==> src/rtl/mips_pkg.sv <==
// Shared fetch-side constants and the npc_unit stall-tracking state encoding.
package mips_pkg;

  localparam int unsigned XLEN = 32;

  localparam logic [XLEN-1:0] DEF_RESET_PC   = 32'h0000_3000;
  localparam logic [XLEN-1:0] DEF_EXC_VECTOR = 32'h0000_4180;
  localparam logic [XLEN-1:0] DEF_IM_LO      = 32'h0000_3000;
  localparam logic [XLEN-1:0] DEF_IM_HI      = 32'h0000_6ffc;

  typedef enum logic {
    RUN  = 1'b0,
    HOLD = 1'b1
  } npc_state_e;

endpackage

==> src/rtl/npc_target.sv <==
// Candidate next-PC addresses: taken branch, j/jal target and sequential fetch.
module npc_target
  import mips_pkg::*;
(
  input  logic [XLEN-1:0] pc_f_i,
  input  logic [XLEN-1:0] pc_d_i,
  input  logic [15:0]     imm16_i,
  input  logic [25:0]     imm26_i,
  output logic [XLEN-1:0] br_tgt_o,
  output logic [XLEN-1:0] j_tgt_o,
  output logic [XLEN-1:0] seq_pc_o
);

  logic [XLEN-1:0] br_off;

  // Word offset, sign-extended, relative to the delay-slot address.
  assign br_off   = {{14{imm16_i[15]}}, imm16_i, 2'b00};
  assign br_tgt_o = pc_d_i + XLEN'(4) + br_off;
  assign j_tgt_o  = {pc_d_i[31:28], imm26_i, 2'b00};
  assign seq_pc_o = pc_f_i + XLEN'(4);

endmodule

==> src/rtl/npc_unit.sv <==
// Fetch PC / ID-stage PC owner with delayed-branch redirect handling.
// Optional redirect/stall counters are built when NPC_REDIRECT_CNT_EN is defined.
module npc_unit
  import mips_pkg::*;
#(
  parameter logic [31:0] RESET_PC   = DEF_RESET_PC,
  parameter logic [31:0] EXC_VECTOR = DEF_EXC_VECTOR,
  parameter logic [31:0] IM_LO      = DEF_IM_LO,
  parameter logic [31:0] IM_HI      = DEF_IM_HI
) (
  input  logic        clk,
  input  logic        rst_n,
  input  logic        stall,
  input  logic        br_req,
  input  logic        cmp_result,
  input  logic [15:0] imm16,
  input  logic        j_req,
  input  logic [25:0] imm26,
  input  logic        jr_req,
  input  logic [31:0] jr_addr,
  input  logic        exc_req,
  input  logic        eret_req,
  input  logic [31:0] epc,
  output logic [31:0] pc_f,
  output logic [31:0] pc_d,
  output logic        bd_d,
  output logic        flush_fd,
  output logic        adel_f
`ifdef NPC_REDIRECT_CNT_EN
  ,
  output logic [31:0] taken_cnt,
  output logic [31:0] stall_cyc
`endif
);

  npc_state_e      state_q;
  logic [XLEN-1:0] pc_f_q, pc_f_d;
  logic [XLEN-1:0] pc_d_q, pc_d_d;
  logic            bd_d_q, bd_d_d;
  logic [XLEN-1:0] br_tgt, j_tgt, seq_pc;
  logic            is_ctrl;

  npc_target u_target (
    .pc_f_i   (pc_f_q),
    .pc_d_i   (pc_d_q),
    .imm16_i  (imm16),
    .imm26_i  (imm26),
    .br_tgt_o (br_tgt),
    .j_tgt_o  (j_tgt),
    .seq_pc_o (seq_pc)
  );

  assign is_ctrl = br_req | j_req | jr_req;

  // Next-PC priority: exception, eret, stall, then D-stage control transfers.
  always_comb begin
    pc_f_d = seq_pc;
    pc_d_d = pc_d_q;
    bd_d_d = bd_d_q;
    if (exc_req) begin
      pc_f_d = EXC_VECTOR;
      pc_d_d = EXC_VECTOR;
      bd_d_d = 1'b0;
    end else begin
      if (eret_req)                 pc_f_d = epc;
      else if (stall)               pc_f_d = pc_f_q;
      else if (br_req & cmp_result) pc_f_d = br_tgt;
      else if (j_req)               pc_f_d = j_tgt;
      else if (jr_req)              pc_f_d = jr_addr;
      if (!stall) begin
        pc_d_d = pc_f_q;
        bd_d_d = is_ctrl;
      end
    end
  end

  always_ff @(posedge clk or negedge rst_n) begin
    if (!rst_n) begin
      state_q <= RUN;
      pc_f_q  <= RESET_PC;
      pc_d_q  <= RESET_PC;
      bd_d_q  <= 1'b0;
    end else begin
      case (state_q)
        RUN:     if (stall && !exc_req) state_q <= HOLD;
        HOLD:    if (!stall || exc_req) state_q <= RUN;
        default: state_q <= RUN;
      endcase
      pc_f_q <= pc_f_d;
      pc_d_q <= pc_d_d;
      bd_d_q <= bd_d_d;
    end
  end

  assign pc_f     = pc_f_q;
  assign pc_d     = pc_d_q;
  assign bd_d     = bd_d_q;
  assign flush_fd = eret_req & ~exc_req;
  assign adel_f   = (pc_f_q[1:0] != 2'b00) | (pc_f_q < IM_LO) | (pc_f_q > IM_HI);

`ifdef NPC_REDIRECT_CNT_EN
  logic [31:0] taken_cnt_q, stall_cyc_q;
  logic        redirect_applied;

  assign redirect_applied = ~exc_req & ~eret_req & ~stall &
                            ((br_req & cmp_result) | j_req | jr_req);

  always_ff @(posedge clk or negedge rst_n) begin
    if (!rst_n) begin
      taken_cnt_q <= '0;
      stall_cyc_q <= '0;
    end else begin
      if (redirect_applied) taken_cnt_q <= taken_cnt_q + 32'd1;
      if (state_q == HOLD)  stall_cyc_q <= stall_cyc_q + 32'd1;
    end
  end

  assign taken_cnt = taken_cnt_q;
  assign stall_cyc = stall_cyc_q;
`endif

  // HOLD is only reachable through a stalled cycle.
  a_hold_after_stall: assert property (@(posedge clk) disable iff (!rst_n)
    (state_q == HOLD) |-> $past(stall));

  a_ctrl_onehot: assert property (@(posedge clk) disable iff (!rst_n)
    $onehot0({br_req, j_req, jr_req, eret_req}));

endmodule

==> config.mk <==
export PLATFORM = sky130hd
export DESIGN_NAME = npc_unit
export DESIGN_NICKNAME = d
export VERILOG_FILES = /design/src/rtl/mips_pkg.sv /design/src/rtl/npc_target.sv /design/src/rtl/npc_unit.sv
export SDC_FILE = /design/constraint.sdc
export NUM_CORES = 1
export LEC_CHECK = 0
export CORE_ASPECT_RATIO = 0.8
export CORE_MARGIN = 5
export CORE_UTILIZATION = 49
export CTS_CLUSTER_SIZE = 28
export DETAILED_ROUTE_END_ITERATION = 12
export HOLD_SLACK_MARGIN = 0.03
export MAX_ROUTING_LAYER = met4
export PLACE_DENSITY = 0.83
export SLEW_MARGIN = 20
export SYNTH_ARGS = -nofsm -noshare
export SYNTH_HDL_FRONTEND = slang
export SYNTH_SLANG_ARGS = --single-unit
==> constraint.sdc <==
create_clock -name clk -period 3.4 [get_ports clk]
set_input_delay 0.34 -clock clk [delete_from_list [all_inputs] [get_ports clk]]
set_output_delay 0.34 -clock clk [all_outputs]
set_load 0.01 [all_outputs]
==> impl.org <==
** Detailed routing
- Vias :: between 6000 and 7000
- Final Routed Wirelength :: around 23000 µm
- The pre-antenna-repair detailed-routing pass consisted of 5 iterations.
- Length of routed met3 wiring :: 2470 µm
- Routed wire length per instance :: 21.0 µm
- Wire segments on met2 add up to 9920 µm in the final route.
- The detailed router finished its first iteration with 760 violations.
- Routed met1 length :: around 9900 µm
- Using the TritonRoute via totals, the vias-per-cell ratio works out to approximately 6.3.
- The highest layer touched by signal routing is met4.
- Once detail routing completed, the nets flagged for antenna violations numbered 0.
- Remaining DRCs :: 0

** Layout
- Once layout is done, the placed cells without fillers occupy about 0.0084 mm².
- Footprint of the multi-input gates :: around 0.0042 mm²
- Area of all sequential standard cells :: about 0.0016 mm²
- Counting the fill cells in the layout gives 1007.
- Number of non-filler instances in the completed layout :: 1084
- Compared with the post-synthesis result, the final layout area differs by 38.5%.
- The final layout contains 1100 nets.
- Fraction of final layout cells sized beyond drive strength 1 :: around 6.8%

** Placement
- Routability-driven placement finished with a final weighted congestion of ~1.0.
- Placed wire-length estimate after detailed placement :: about 17000 µm
- IO Port Bufs :: about 180
- Placed inst area :: just over 0.008 mm²
- After detailed placement, the design holds a cell count of roughly 1100.
- Before CTS, the worst setup slack after placement is -10.1 ps.

** Worst hold path
- In this run the worst hold path is classified as in2async.

** Clock network
- The later pin in the worst-skew pair is clocked with a latency of around 340 ps.
- The clock passes through at most 2 buffers.
- For this design, the CTS-stage hold fixing added 0 buffers.
- Post-CTS timing repair inserted 0 buffers for setup.
- Buffer type at the clock tree root :: sky130_fd_sc_hd__clkbuf_16
- Post-CTS repair changed the size of 0 cells.
- The clock net in this run drives a total of 65 sinks.
- Clock tree from TritonCTS :: yes
- CTS H-tree lvls :: 3
- Clock transition at the registers of the reported paths :: ~60 ps
- Clock tree synthesis inserted a total of 9 buffers.

** Logic synthesis
- Synth area leader :: sky130_fd_sc_hd__dfrtp_1
- The number of different library cells used by synthesis comes to between 60 and 70.
- Synth Instances :: around 750
- By area the synthesized netlist is led by sky130_fd_sc_hd__dfrtp_1 25%, sky130_fd_sc_hd__ha_1 12%, sky130_fd_sc_hd__mux2i_1 7.7%, sky130_fd_sc_hd__a21oi_1 5.4%, sky130_fd_sc_hd__nor2_1 4.9%.
- Compound-gate portion of the synthesized area :: about a quarter
- In the synthesized netlist the dominant register cell turns out to be sky130_fd_sc_hd__dfrtp_1.
- After synthesis the cells add up to 0.00609 mm².
- In the synthesized netlist the async set-or-reset flop fraction comes to 100%.
- Syn Area/Cell :: just over 8 µm²
- After Yosys synthesis, XOR and XNOR cells account for about 6.3% of the synthesized area.
- After synthesis, flip-flops and latches occupy 26.8% of the total area.
- The number of nets handed over by synthesis was 920.
- Cell with the most instances after synthesis :: sky130_fd_sc_hd__nor2_1
- Yosys warning total :: 0
- Summed over its instances, the top area cell type makes up between 20% and 30% of the synthesized netlist area.
- By count the netlist is led by 80 x sky130_fd_sc_hd__nor2_1, 66 x sky130_fd_sc_hd__a21oi_1, 63 x sky130_fd_sc_hd__nand2_1.
- Counting flops with a built-in enable in the synthesized netlist gives 0.
- Simple-Gate Fraction of Synth Area :: a little under a fifth
- Adder-Cell Fraction of Synth Area :: approximately an eighth
- Main combinational cell family by area after synthesis :: compound AO/OA/AOI/OAI gates
- Mux cell area share after synthesis :: 8.10%
- Flops & latches, synth :: 65

** Global routing
- GR Util All Layers :: a little under a third
- Aggregate global routing overflow :: 0
- Entering global routing, the biggest net connects 66 pins.
- The number of antenna violations at the first check in global routing is 1.
- The via count of the first global-routing pass is roughly 6500.
- The first global-routing pass estimated roughly 35000 µm of wire.

** Floorplanning
- # IOs :: between 150 and 200
- The initial utilization of the core area, before any placement, comes to 50.0%.
- In this run the standard cell core region covers about 0.012 mm².
- Die Area :: between 0.01 and 0.015 mm²
- Row cnt :: 36
- The die is ~130 µm wide.
- Vertical extent of the die :: 110 µm

** STA
- Time the final worst path needs with I/O delays and setup :: a little over 3000 ps
- The final max-slew violation count came to 0.
- Hold_ws :: 202 ps
- Hold Fails Final Rpt :: 0
- Setup violations remaining at the end of the flow were counted as 0.
- RSZ-0062 raised after global routing :: false
- Highest clock rate :: between 0.3 and 0.4 GHz
- Total negative slack for setup checks :: 0 ps
- Transition time at the pin with the least slew margin :: between 900 and 1000 ps
- Dividing the final minimum period by the clock period gives about nine tenths.
- Across the routed clock network, the largest skew measured is around 7.5 ps.
- In this run the tightest slew margin relative to its limit is a little under two fifths.
- In the post-route analysis, the smallest setup slack over all paths is slightly above 300 ps.

** Status
- Result of the run :: finished clean

** Power and ir drop
- Power Density :: around 330 mW/mm²
- Summed over all cells, the static leakage comes to 3.70 nW.
- Across the VDD grid, the largest voltage drop is 0.230 mV.

** Setup path
- STA puts the critical path data required time at around 3600 ps.
- Critical path start-end classification :: in2reg
- Critical Path Source Type :: input pin
- Crit path capture type :: flip-flop
- Data arrives at the worst endpoint at 3320 ps.
- Largest fanout on the critical path :: 5

** Run
- Max-cap violations in this run came to 0.
==> report_power, final <==
group / internal (mW) / switching, mW
combinational: 0.472 / 0.463
clock: 0.587 / 0.357
sequential: 0.829 / 0.102
total: 1.89 / 0.922
==> worst max-delay path: stages <==
cell,delay [ps]
sky130_fd_sc_hd__clkdlybuf4s50_1,450
sky130_fd_sc_hd__inv_1,40
sky130_fd_sc_hd__ha_1,180
sky130_fd_sc_hd__inv_1,60
sky130_fd_sc_hd__ha_1,190
sky130_fd_sc_hd__inv_1,70
sky130_fd_sc_hd__fa_1,430
sky130_fd_sc_hd__nor2b_4,150
sky130_fd_sc_hd__o31a_1,180
sky130_fd_sc_hd__o31a_1,220
sky130_fd_sc_hd__a21bo_2,220
sky130_fd_sc_hd__a21oi_1,80
sky130_fd_sc_hd__buf_4,150
sky130_fd_sc_hd__o21ai_0,210
sky130_fd_sc_hd__xnor2_1,110
sky130_fd_sc_hd__a311oi_1,240
==> layout by cell type (no fill, tap or decap), drive strengths merged, types with 21 or more instances in the layout <==
cell,instances
inv,22
xnor2,28
nand2,63
o21ai,53
nor2,80
dfrtp,61
buf,35
ha,58
nand3,21
a21oi,66
clkdlybuf4s50,178
mux2i,47
==> metal layers <==
| metal | global-route usage (%) | up-vias |
|---|---|---|
| li1 | - | 3124 |
| met4 | 9.67 | 0 |
| met3 | 6.59 | 57 |
| met1 | 44.2 | 3158 |
| met5 | - | - |
| met2 | 47.0 | 441 |
==> cell type report <==
class | instances | area share, %
Timing Repair Buffer | 213 | 24.2
Inverter | 22 | 0.979
Clock inverter | 3 | 0.475
Multi-Input combinational cell | 615 | 49.8
Sequential cell | 65 | 19.3
Clock buffer | 13 | 2.97
Antenna cell | 1 | 0.0297
Tap cell | 152 | 2.26
==> per-stage QoR <==
step | power, mW | util (%)
floorplan | 1.40 | -
global placement | 1.84 | 66.9
detailed placement | 1.86 | 66.9
CTS | 2.81 | 69.3
global route | 2.94 | 69.3
finish | 2.81 | 69.3
==> cell families (layout without fill, tap and decap cells) <==
kind of cell / Yosys count / in the layout
mux: 49 / 49
other cells: 0 / 1
fa+ha+maj: 59 / 59
compound gates: 229 / 229
simple gates: 234 / 234
xor+xnor: 44 / 44
buf+inv: 66 / 251
flops: 65 / 65
==> sequential cells by signal, indices dropped and copies added, names as in the netlist <==
signal	flops
bd_d	1
pc_d	32
pc_f	32
==> path summary, 6_finish.rpt <==
check	startpoint	endpoint	slack (ps)	cells after the start
min reg2reg	pc_d[8]	pc_d[8]	530	1
max	imm16[0]	pc_f[29]	310	16
min	rst_n	pc_d[10]	200	2
max reg2reg	pc_d[3]	pc_f[29]	350	13
max in group asynchronous	rst_n	pc_d[7]	2560	2
min in group clk	pc_d[8]	pc_d[8]	530	1
Note: power is estimated with default switching activity, not from simulation.
